==> src/rtl/alu_md_ctrl.sv <==
// alu_md_ctrl: ALU control decode plus a multi-cycle multiply/divide sequencer.
// Decode maps ALUOp/funct onto the ALU op select, result mux select, jr and
// HI/LO read select. The sequencer starts an iterative MDU, holds the pipeline
// for the length of the operation and then pulses the HI/LO write enable.
// Optional feature macro: ALU_CTRL_DIV_EN (enables div and the md_op_o latch).
module alu_md_ctrl #(
  parameter int ALUOP_W   = 3,
  parameter int FUNCT_W   = 6,
  parameter int MD_CYCLES = 32,
  parameter int CNT_W     = 8
) (
  input  logic               clk_i,
  input  logic               rst_n,
  input  logic               valid_i,
  input  logic [ALUOP_W-1:0] ALUOp_i,
  input  logic [FUNCT_W-1:0] funct_i,
  output logic [3:0]         ALU_operation_o,
  output logic [1:0]         FURslt_o,
  output logic               jr_o,
  output logic               hilo_sel_o,
  output logic               md_start_o,
  output logic               md_op_o,
  output logic               stall_o,
  output logic               hilo_we_o
);

  // Op classes coming from the main decoder
  localparam logic [ALUOP_W-1:0] OP_LWSW = ALUOP_W'(3'b000);
  localparam logic [ALUOP_W-1:0] OP_BEQ  = ALUOP_W'(3'b001);
  localparam logic [ALUOP_W-1:0] OP_RTYP = ALUOP_W'(3'b010);
  localparam logic [ALUOP_W-1:0] OP_ADDI = ALUOP_W'(3'b100);
  localparam logic [ALUOP_W-1:0] OP_LUI  = ALUOP_W'(3'b101);
  localparam logic [ALUOP_W-1:0] OP_BNE  = ALUOP_W'(3'b110);

  // R-type funct codes; the upper bits of a wider funct field must be zero
  localparam logic [FUNCT_W-1:0] F_ADD  = FUNCT_W'(6'b010011);
  localparam logic [FUNCT_W-1:0] F_SUB  = FUNCT_W'(6'b010001);
  localparam logic [FUNCT_W-1:0] F_AND  = FUNCT_W'(6'b010100);
  localparam logic [FUNCT_W-1:0] F_OR   = FUNCT_W'(6'b010110);
  localparam logic [FUNCT_W-1:0] F_NOR  = FUNCT_W'(6'b010101);
  localparam logic [FUNCT_W-1:0] F_SLT  = FUNCT_W'(6'b110000);
  localparam logic [FUNCT_W-1:0] F_SLL  = FUNCT_W'(6'b000000);
  localparam logic [FUNCT_W-1:0] F_SRL  = FUNCT_W'(6'b000010);
  localparam logic [FUNCT_W-1:0] F_SLLV = FUNCT_W'(6'b000110);
  localparam logic [FUNCT_W-1:0] F_SRLV = FUNCT_W'(6'b000100);
  localparam logic [FUNCT_W-1:0] F_MFHI = FUNCT_W'(6'b010000);
  localparam logic [FUNCT_W-1:0] F_MFLO = FUNCT_W'(6'b010010);
  localparam logic [FUNCT_W-1:0] F_MULT = FUNCT_W'(6'b011000);
  localparam logic [FUNCT_W-1:0] F_DIV  = FUNCT_W'(6'b011010);
  localparam logic [FUNCT_W-1:0] F_JR   = FUNCT_W'(6'b001000);

  // Result mux selections
  localparam logic [1:0] RES_ALU  = 2'b00;
  localparam logic [1:0] RES_SHFT = 2'b01;
  localparam logic [1:0] RES_LUI  = 2'b10;
  localparam logic [1:0] RES_HILO = 2'b11;

  // Sequencer states
  localparam logic [1:0] S_IDLE = 2'd0;
  localparam logic [1:0] S_BUSY = 2'd1;
  localparam logic [1:0] S_DONE = 2'd2;

  localparam logic [CNT_W-1:0] CNT_LOAD = CNT_W'(MD_CYCLES - 1);

  logic             md_req;
  logic             md_div;
  logic [1:0]       state_q, state_d;
  logic [CNT_W-1:0] cnt_q, cnt_d;
  logic             start_c, stall_c, we_c;

  // Combinational decode of op class and funct; independent of reset and state
  always_comb begin
    ALU_operation_o = 4'b0000;
    FURslt_o        = RES_ALU;
    jr_o            = 1'b0;
    hilo_sel_o      = 1'b0;
    md_req          = 1'b0;
    md_div          = 1'b0;
    case (ALUOp_i)
      OP_RTYP: begin
        case (funct_i)
          F_ADD:  ALU_operation_o = 4'b0010;
          F_SUB:  ALU_operation_o = 4'b0110;
          F_AND:  ALU_operation_o = 4'b0000;
          F_OR:   ALU_operation_o = 4'b0001;
          F_NOR:  ALU_operation_o = 4'b1100;
          F_SLT:  ALU_operation_o = 4'b0111;
          F_SLL:  begin ALU_operation_o = 4'b0000; FURslt_o = RES_SHFT; end
          F_SRL:  begin ALU_operation_o = 4'b0001; FURslt_o = RES_SHFT; end
          F_SLLV: begin ALU_operation_o = 4'b0010; FURslt_o = RES_SHFT; end
          F_SRLV: begin ALU_operation_o = 4'b0011; FURslt_o = RES_SHFT; end
          F_MFHI: begin FURslt_o = RES_HILO; hilo_sel_o = 1'b1; end
          F_MFLO: FURslt_o = RES_HILO;
          F_MULT: md_req = 1'b1;
`ifdef ALU_CTRL_DIV_EN
          F_DIV:  begin md_req = 1'b1; md_div = 1'b1; end
`endif
          F_JR:   jr_o = 1'b1;
          default: ;
        endcase
      end
      OP_ADDI: ALU_operation_o = 4'b0010;
      OP_LUI:  FURslt_o = RES_LUI;
      OP_LWSW: ALU_operation_o = 4'b0010;
      OP_BEQ:  ALU_operation_o = 4'b0110;
      OP_BNE:  ALU_operation_o = 4'b0110;
      default: ;
    endcase
  end

  // Sequencer next-state: start from IDLE, count MD_CYCLES busy cycles, one DONE cycle
  always_comb begin
    state_d = state_q;
    cnt_d   = cnt_q;
    start_c = 1'b0;
    stall_c = 1'b0;
    we_c    = 1'b0;
    case (state_q)
      S_IDLE: begin
        if (valid_i && md_req) begin
          start_c = 1'b1;
          stall_c = 1'b1;
          cnt_d   = CNT_LOAD;
          state_d = S_BUSY;
        end
      end
      S_BUSY: begin
        stall_c = 1'b1;
        if (cnt_q == '0) begin
          state_d = S_DONE;
        end else begin
          cnt_d = cnt_q - 1'b1;
        end
      end
      S_DONE: begin
        we_c    = 1'b1;
        state_d = S_IDLE;
      end
      default: state_d = S_IDLE;
    endcase
  end

  // Sequencer state and iteration counter registers
  always_ff @(posedge clk_i) begin
    if (!rst_n) begin
      state_q <= S_IDLE;
      cnt_q   <= '0;
    end else begin
      state_q <= state_d;
      cnt_q   <= cnt_d;
    end
  end

  // Control pulses are suppressed while reset is held so an aborted op never writes HI/LO
  assign md_start_o = start_c & rst_n;
  assign stall_o    = stall_c & rst_n;
  assign hilo_we_o  = we_c & rst_n;

`ifdef ALU_CTRL_DIV_EN
  logic md_op_q;

  // Latch the MDU operation (mult/div) at the start pulse; held until the next start
  always_ff @(posedge clk_i) begin
    if (!rst_n) begin
      md_op_q <= 1'b0;
    end else if (start_c) begin
      md_op_q <= md_div;
    end
  end

  assign md_op_o = md_op_q;
`else
  assign md_op_o = 1'b0;
`endif

endmodule
==> config.mk <==
export PLATFORM = sky130hd
export DESIGN_NAME = alu_md_ctrl
export DESIGN_NICKNAME = d
export VERILOG_FILES = /design/src/rtl/alu_md_ctrl.sv
export SDC_FILE = /design/constraint.sdc
export NUM_CORES = 1
export LEC_CHECK = 0
export CORE_UTILIZATION = 30
export CTS_CLUSTER_SIZE = 12
export DETAILED_ROUTE_END_ITERATION = 6
export SLEW_MARGIN = 20
export SYNTH_ARGS = -nofsm -noshare
export SYNTH_HDL_FRONTEND = slang
export SYNTH_SLANG_ARGS = --single-unit
==> constraint.sdc <==
create_clock -name clk_i -period 2.4 [get_ports clk_i]
set_input_delay 0.72 -clock clk_i [delete_from_list [all_inputs] [get_ports clk_i]]
set_output_delay 0.72 -clock clk_i [all_outputs]
set_load 0.03 [all_outputs]
==> flow_metrics.tcl, run 1 <==
set metrics [dict create \
    outcome "complete, but fails checks" \
    violations "negative setup slack" \
    globalRoute.totalOverflow 0 \
    min_period_ns 2.47 \
    holdPathStages 1 \
    grt_start_max_net_pins 9 \
    dp_hpwl_mm 1.87 \
    yosys_warnings 0 \
    rsz0062_at_grt "true" \
    fin_nets 165 \
    worst_ep_required_time_ns 1.68 \
    relSlewSlack 0.615 \
    post-route-period-util 1.03 \
    grt_antenna_before_repair 0 \
    grt_pass1_vias 985 \
    antenna_cells 0 \
    firstDrtPassIters 5 \
    hold_class "reg -> reg" \
    crit_top_cell "buf_6" \
    clk-insertion-delay-late_ns 0.28 \
    avgRoutedWirePerCell_um 14.8 \
    cp.arrival_ns 1.75 \
    netlist_instances 103 \
    placed_cells 171 \
    r2r-end "cnt_q[2]" \
    synth_nets 117 \
    fmax_mhz 404 \
    initial_utilization 0.321 \
    reg2reg_from "cnt_q[0]" \
    clockBufferDepth 2 \
    finalSetupTns_ns -0.174 \
    peakVddDrop_mv 0.297 \
    synth-seq-area-share 0.247 \
    dieArea_um2 2910 \
    mostFrequentLayoutCell "buf_4" \
    synth_area_um2 810 \
    r2r_cells 6 \
    vias_per_cell 5.45 \
    finalHoldViolCount 0 \
    drcViolationCount 0 \
    cp_max_fo 4 \
    areaGrowthSynthToFinish_pct 85.5 \
    multi_input_area_um2 781 \
    async_reset_ff_frac 0 \
    chipWidth_um 53.9 \
    max_stage_delay_ns 0.20 \
    wl_mm 2.66 \
    root_buffer "clkbuf_4" \
    antenna_left 0 \
    maxCapViolCount 0 \
    seqCellArea_um2 200 \
    reg2reg_slack_ns 0.65 \
    cp_top_family "buffers and inverters" \
    gr-usage-all-layers 0.204 \
    drt_iter0_drc 3 \
    final_util 0.595 \
    cts_buffers 3 \
    num_io_pins 24 \
    maxSlewViolCount 0 \
    start_kind "input port" \
    synth_edf_count 0 \
    critPathCaptureType "primary output" \
    hp-start "cnt_q[1]" \
    finalWorstSetupSlack_ns -0.0748 \
    ys.flop_type "dfxtp_1" \
    stdcell_count 180 \
    ys_ff_latch 10 \
    holdPathEnd "cnt_q[1]" \
    critPathBufInv 4 \
    drive_gt1_frac 0.527 \
    place_congestion 0.842 \
    cts_tree "built" \
    grt_pass1_wl_mm 4.17 \
    dieHeight_um 53.9 \
    leakage_nw 0.627 \
    fill_cells 241 \
    htreeDepth 1 \
    path_class "in -> out" \
    worst_pin_slew_ns 0.573 \
    cts.reportedPaths.clkPinSlew_ns 0.06 \
    crit_slowest_cell "o21a_1" \
    setup_viol 4 \
    powerDensity_nw_per_um2 306 \
    clock_skew_ns 0.00249 \
    io_buffers 22 \
    avgSynthCellArea_um2 7.86 \
    dr_total_vias 981 \
    cts.sinks 10 \
    cp_cell_sequence "buf_6 > buf_8 > buf_6 > xnor2_1 > a21oi_1 > nor2_1 > o21a_1 > buf_6" \
    row_count 18 \
    synth_cell_types 41 \
    coreArea_um2 2520 \
    final_cell_mix "buf_4, buf_6, dfxtp_1, nor2_1, nand2_1" \
]
worst max-delay path by stage:
stage	from	end	slack [ns]	depth (start not counted)
floorplan	funct_i[4]	stall_o	-0.09	4
global placement	funct_i[0]	hilo_sel_o	-0.56	6
detailed placement	funct_i[0]	hilo_sel_o	-0.59	6
CTS	ALUOp_i[0]	hilo_sel_o	-0.04	6
global route	ALUOp_i[0]	hilo_sel_o	-0.12	6
finish	funct_i[4]	ALU_operation_o[0]	-0.07	8
stage by stage:
stage	power (W)	hold slack (ns)	cell area, µm²	setup WS, ns
after global placement	0.000276	0.517	1260	-0.563
final	0.000459	0.532	1500	-0.0748
after global routing	0.000477	0.560	1500	-0.123
after CTS	0.000453	0.529	1440	-0.0394
after floorplan	0.000215	0.494	906	-0.0854
after detailed placement	0.000277	0.514	1260	-0.588
cell usage after synthesis (all sizes together), types with 3 or more instances:
cell | n | area share
a21oi | 8 | 0.049
dfxtp | 10 | 0.25
inv | 5 | 0.023
nand2 | 9 | 0.051
nand2b | 6 | 0.046
nor2 | 9 | 0.042
nor3 | 5 | 0.031
nor3b | 5 | 0.046
nor4 | 5 | 0.039
nor4b | 3 | 0.040
o21ai | 4 | 0.039
flip-flops by register name, indices dropped and copies added, names as in the netlist:
signal,count
state_q,2
cnt_q,8
worst register-to-register path: stages (launching register included):
cell and delay, ns:
dfxtp_1 0.31, inv_1 0.11, ha_1 0.17, or3b_1 0.44, o21ai_4 0.26, nand2_4 0.12, o2111a_1 0.25
layout make-up:
cell class,count,share of cell area
Clock buffer,4,0.0242
Multi-Input combinational cell,84,0.520
Inverter,5,0.0125
Sequential cell,10,0.133
Tap cell,30,0.0250
Timing Repair Buffer,47,0.285
routing by layer:
layer / up-vias / track usage / share of wire
met3: 6 / 0.0424 / 0.041
met1: 467 / 0.208 / 0.40
met5: - / 0 / 0
met4: 0 / 0.101 / 0.016
li1: 488 / - / -
met2: 20 / 0.387 / 0.55
where the power goes:
part	switching, W	total [W]	internal (W)
sequential	0.000000163	0.000166	0.000166
clock	0.0000633	0.000156	0.0000925
combinational	0.0000677	0.000137	0.0000693
total	0.000131	0.000459	0.000328
cell families after synthesis:
| group | Yosys count | synth area share |
|---|---|---|
| AOI/OAI and AO/OA | 26 | 0.249 |
| adders and majority gates | 2 | 0.0309 |
| and+or+nand+nor | 54 | 0.410 |
| DFF | 10 | 0.247 |
| xor gates and xnor gates | 1 | 0.0108 |
| other | 1 | 0.00463 |
| buffers and inverters | 9 | 0.0479 |
timing repair:
| item | 4_1_cts | 5_1_grt |
|---|---|---|
| buffers inserted | 4 | 1 |
| pin swaps | 11 | 3 |
| gates resized for setup | 68 | 13 |
| gates cloned | 0 | 0 |
| hold buffers | 0 | 0 |
| setup endpoints to repair | 10 | 10 |
Power figures use the tool's default switching activity.
==> run 2: changes to the inputs <==
--- a/config.mk
+++ b/config.mk
@@ -5,10 +5,12 @@
 export SDC_FILE = /design/constraint.sdc
 export NUM_CORES = 1
 export LEC_CHECK = 0
+export CORE_MARGIN = 2
 export CORE_UTILIZATION = 30
 export CTS_CLUSTER_SIZE = 12
 export DETAILED_ROUTE_END_ITERATION = 6
-export SLEW_MARGIN = 20
+export SLEW_MARGIN = 10
 export SYNTH_ARGS = -nofsm -noshare
 export SYNTH_HDL_FRONTEND = slang
 export SYNTH_SLANG_ARGS = --single-unit
+export TNS_END_PERCENT = 30
==> flow_metrics.tcl, run 2 (synthesized netlist as in run 1, its figures left out) <==
set metrics [dict create \
    seqPwrFrac 0.402 \
    grt_pass1_vias 925 \
    comb_power_share 0.312 \
    grt_pass1_wl_mm 4.09 \
    placed_cells 170 \
    drt_iter0_drc 20 \
    path_class "in -> out" \
    maxSlewViolCount 0 \
    r2r-end "cnt_q[2]" \
    outcome "complete, but fails checks" \
    regMostFlops "cnt_q" \
    p_clk_frac 0.286 \
    clockBufferDepth 2 \
    peakVddDrop_mv 0.291 \
    firstDrtPassIters 4 \
    cts.reportedPaths.clkPinSlew_ns 0.06 \
    powerDensity_nw_per_um2 286 \
    root_buffer "clkbuf_4" \
    dp_hpwl_mm 1.83 \
    clk-insertion-delay-late_ns 0.27 \
    r2r_cells 6 \
    power_switching_w 0.000124 \
    cts_tree "built" \
    vias_per_cell 5.57 \
    post-route-period-util 1.02 \
    finalHoldViolCount 0 \
    rsz0062_at_grt "true" \
    fin_nets 161 \
    leakage_nw 0.595 \
    globalRoute.totalOverflow 0 \
    crit_path_start "ALUOp_i[2]" \
    areaGrowthSynthToFinish_pct 78.5 \
    grt_start_max_net_pins 9 \
    antenna_cells 0 \
    place_congestion 0.788 \
    critPathCaptureType "primary output" \
    avgRoutedWirePerCell_um 14.1 \
    chipWidth_um 55.9 \
    htreeDepth 1 \
    finalSetupTns_ns -0.217 \
    cts.sinks 10 \
    hp-start "cnt_q[0]" \
    fill_cells 229 \
    stdcell_count 175 \
    row_count 18 \
    cts_buffers 3 \
    reg2reg_slack_ns 0.69 \
    grt_antenna_before_repair 0 \
    stdcell_area_um2 1450 \
    fmax_mhz 408 \
    initial_utilization 0.321 \
    final_cell_mix "buf_4, buf_6, dfxtp_1, nor2_1, nand2_1" \
    start_kind "input port" \
    final_util 0.573 \
    wl_mm 2.47 \
    finalPower_w 0.000413 \
    coreArea_um2 2520 \
    hold_class "reg -> reg" \
    maxCapViolCount 0 \
    largest_reg_flops 8 \
    internal-power_w 0.000289 \
    num_io_pins 24 \
    relSlewSlack 0.573 \
    largest_registers "cnt_q (8), state_q (2)" \
    finalWorstSetupSlack_ns -0.0483 \
    dieHeight_um 55.9 \
    drive_gt1_frac 0.490 \
    swShare 0.300 \
    violations "negative setup slack" \
    cp.arrival_ns 1.73 \
    critPathCapture "ALU_operation_o[0]" \
    reg2reg_from "cnt_q[0]" \
    dieArea_um2 3130 \
    setup_viol 6 \
    worst_pin_slew_ns 0.635 \
    io_buffers 22 \
    mostFrequentLayoutCell "buf_4" \
    min_period_ns 2.45 \
    drcViolationCount 0 \
    worst_ep_required_time_ns 1.68 \
    clock_skew_ns 0.000610 \
    dr_total_vias 975 \
    gr-usage-all-layers 0.163 \
    cp_max_fo 2 \
    antenna_left 0 \
    place_area_um2 1240 \
]
## run 2: cell count changes in the layout (fill, tap and decap cells not counted), sizes merged
cell,previous run,this run
buf,45,41
clkbuf,4,3
## run 2: power groups by stage
stage | clock [W] | combinational (W) | sequential [W]
global route | 0.000128 | 0.000137 | 0.000166
CTS | 0.000120 | 0.000120 | 0.000166
global placement | 0 | 0.000100 | 0.000170
floorplan | 0 | 0.0000438 | 0.000170
finish | 0.000118 | 0.000129 | 0.000166
detailed placement | 0 | 0.000102 | 0.000170
## run 2: per-stage QoR
stage | hold WS [ns] | setup slack [ns]
6_report | 0.541 | -0.0483
5_1_grt | 0.574 | -0.116
4_1_cts | 0.545 | -0.0293
3_5_place_dp | 0.534 | -0.584
3_3_place_gp | 0.519 | -0.566
2_1_floorplan | 0.494 | -0.117
## run 2: repair_timing
action	CTS	global route
setup buffers	1	1
gates resized for setup	71	13
hold buffers	0	0
pin swaps	12	2
setup endpoints to repair	10	10
gates cloned	0	0
## run 2: worst max-delay path: stages
cell	delay, ns
buf_6	0.10
nor4b_4	0.31
nor2b_4	0.24
buf_6	0.11
o21a_1	0.12
buf_6	0.13
## run 2: worst min-delay path by stage
stage	to	slack, ns	cells past startpoint
detailed placement	cnt_q[1]	0.53	1
floorplan	cnt_q[1]	0.49	1
finish	cnt_q[0]	0.54	2
global placement	cnt_q[1]	0.52	1
CTS	cnt_q[0]	0.55	2
global route	cnt_q[1]	0.57	1
## run 2: cell type report
cell class	instances	area [µm²]	share of cell area
multi-input combinational	84	766	0.530
timing repair buffer	43	398	0.275
sequential	10	200	0.139
clock buffer	3	22.5	0.0156
tap	30	37.5	0.0260
inverter	5	21.3	0.0147
## run 2: layer usage
layer / wire, µm / up-vias / global-route usage / part of all wire
li1: - / 475 / - / -
met1: 987 / 454 / 0.187 / 0.40
met2: 1260 / 38 / 0.291 / 0.51
met3: 160 / 8 / 0.0209 / 0.065
met4: 58 / 0 / 0.0884 / 0.023
met5: 0 / - / 0 / 0
==> run 3: changes to the inputs <==
--- a/config.mk
+++ b/config.mk
@@ -5,6 +5,7 @@
 export SDC_FILE = /design/constraint.sdc
 export NUM_CORES = 1
 export LEC_CHECK = 0
+export ABC_AREA = 1
 export CORE_MARGIN = 2
 export CORE_UTILIZATION = 30
 export CTS_CLUSTER_SIZE = 12
==> constraint.sdc (replaced) <==
create_clock -name clk_i -period 2.2 [get_ports clk_i]
set_input_delay 0.66 -clock clk_i [delete_from_list [all_inputs] [get_ports clk_i]]
set_output_delay 0.66 -clock clk_i [all_outputs]
set_load 0.03 [all_outputs]
==> flow_metrics.tcl, run 3 <==
set metrics [dict create \
    outcome "finished, final reports clean" \
    final_cell_mix "buf_4, nand2_1, inv_1, nand3_1" \
    firstDrtPassIters 4 \
    htreeDepth 1 \
    holdPathStages 2 \
    synth_area_um2 892 \
    maxSlewViolCount 0 \
    mostFrequentLayoutCell "buf_4" \
    ys_ff_latch 10 \
    cts_tree "built" \
    clock_skew_ns 0.00184 \
    start_kind "input port" \
    max_stage_delay_ns 0.18 \
    netlist_instances 151 \
    cts.reportedPaths.clkPinSlew_ns 0.07 \
    cp.arrival_ns 1.53 \
    clk-insertion-delay-late_ns 0.28 \
    path_class "in -> out" \
    globalRoute.totalOverflow 0 \
    peakVddDrop_mv 0.433 \
    chipWidth_um 58.5 \
    avgRoutedWirePerCell_um 11.3 \
    clockBufferDepth 2 \
    placed_cells 218 \
    holdWs_ns 0.505 \
    cp_max_fo 3 \
    fin_nets 211 \
    synth_most_common_cell "nand2_1" \
    num_io_pins 24 \
    coreArea_um2 2780 \
    finalHoldViolCount 0 \
    cts.sinks 10 \
    largest_reg_flops 8 \
    critPathCaptureType "primary output" \
    netlist.area_leader.share 0.224 \
    dieHeight_um 58.5 \
    io_buffers 22 \
    yosys_warnings 0 \
    fill_cells 282 \
    dr_total_vias 1107 \
    avgSynthCellArea_um2 5.91 \
    cts_buffers 3 \
    synth-seq-area-share 0.224 \
    crit_slowest_cell "buf_4" \
    regMostFlops "cnt_q" \
    seqCellArea_um2 200 \
    stdcell_count 227 \
    multi_input_area_um2 663 \
    worst_ep_required_time_ns 1.54 \
    min_period_ns 2.19 \
    place_congestion 0.909 \
    synth_top_cell_by_area "dfxtp_1" \
    hold_class "reg -> reg" \
    synth_nets 165 \
    gr-usage-all-layers 0.156 \
    grt_pass1_wl_mm 4.19 \
    setup_viol 0 \
    fmax_mhz 458 \
    synth_commonest_cells "nand2_1, inv_1, nor2_1" \
    rsz0062_at_grt "true" \
    r2r_cells 9 \
    largest_registers "cnt_q (8), state_q (2)" \
    powerDensity_nw_per_um2 340 \
    ys.flop_type "dfxtp_1" \
    grt_start_max_net_pins 9 \
    drt_iter0_drc 49 \
    async_reset_ff_frac 0 \
    maxCapViolCount 0 \
    synth_cell_types 23 \
    wl_mm 2.55 \
    vias_per_cell 4.88 \
    grt_pass1_vias 1034 \
    grt_antenna_before_repair 0 \
    antenna_cells 0 \
    areaGrowthSynthToFinish_pct 59.5 \
    root_buffer "clkbuf_4" \
    row_count 19 \
    dieArea_um2 3430 \
    initial_utilization 0.321 \
    synth_edf_count 0 \
    post-route-period-util 0.993 \
    antenna_left 0 \
    drcViolationCount 0 \
    cp_cell_sequence "buf_6 > inv_6 > nand2_8 > inv_4 > nand4_1 > nand3_1 > nand2_1 > o21ai_1 > buf_4" \
    yosys-top-cells-area "dfxtp_1, nand2_1, inv_1, nand3_1, nor2_1" \
    dp_hpwl_mm 1.80 \
    leakage_nw 0.722 \
    drive_gt1_frac 0.444 \
]
-- run 3: changes by cell type in the layout (fill, tap and decap cells not counted), sizes merged, moves of 3 or more --
| cell | previous run | this run |
|---|---|---|
| nand3 | 2 | 18 |
| nand2 | 9 | 38 |
| nor3b | 5 | 0 |
| inv | 5 | 32 |
| a21oi | 8 | 5 |
| nor4b | 3 | 0 |
| nor2 | 9 | 23 |
| o21ai | 4 | 10 |
| nand2b | 6 | 0 |
| clkbuf | 3 | 7 |
| buf | 41 | 38 |
| nor4 | 5 | 0 |
-- run 3: worst paths after layout --
path | start | end | slack (ns)
worst max register to register | cnt_q[0] | cnt_q[6] | 0.79
worst min register to register | cnt_q[6] | cnt_q[6] | 0.50
worst min-delay path | cnt_q[6] | cnt_q[6] | 0.50
worst max-delay path | funct_i[2] | ALU_operation_o[2] | 0.01
-- run 3: power breakdown --
part / total [W] / internal [W] / switching [W]
Combinational: 0.000131 / 0.0000586 / 0.0000721
Sequential: 0.000181 / 0.000181 / 0.000000157
Clock: 0.000172 / 0.000101 / 0.0000716
-- run 3: what timing repair did --
action	CTS	global route
setup endpoints to repair	11	7
hold buffers	0	0
resized for setup	62	26
pin swaps	15	10
setup buffers	2	3
-- run 3: logic make-up (layout without fill, tap and decap cells) --
logic type,count (synthesis),count (layout),synth area share
other cells,1,1,0.00420
buf+inv,34,79,0.151
flops,10,10,0.224
compound gates,16,16,0.104
fa+ha+maj,2,2,0.0280
simple gates,88,88,0.488
-- run 3: area by class of cell --
type | count | share of cell area
multi-input cells | 107 | 0.466
repair buffers | 43 | 0.242
flip-flops and latches | 10 | 0.141
inverters | 32 | 0.0985
well taps | 31 | 0.0273
clock buffers | 4 | 0.0255
-- run 3: layer usage --
metal / track usage / wire length [µm]
met4: 0.0897 / 49
met3: 0.0154 / 146
met5: 0 / 0
met2: 0.278 / 1300
met1: 0.179 / 1060
-- run 3: per-stage QoR --
stage	cell area [µm²]	TNS [ns]	worst slack (ns)	util	power, W
after detailed placement	1230	-3.42	-0.458	0.443	0.000286
after global routing	1420	-0.0891	-0.0504	0.511	0.000501
after floorplan	892	-0.110	-0.0552	-	0.000231
after global placement	1230	-3.27	-0.399	0.443	0.000284
final	1420	0	0.0150	0.511	0.000484
after CTS	1340	0	0.00567	0.482	0.000469
-- run 3: worst max-delay path, delay by kind of cell --
kind                   cells  cell delay (ns)
and+or+nand+nor            4             0.39
buffers and inverters      4             0.40
AOI/OAI and AO/OA          1             0.08
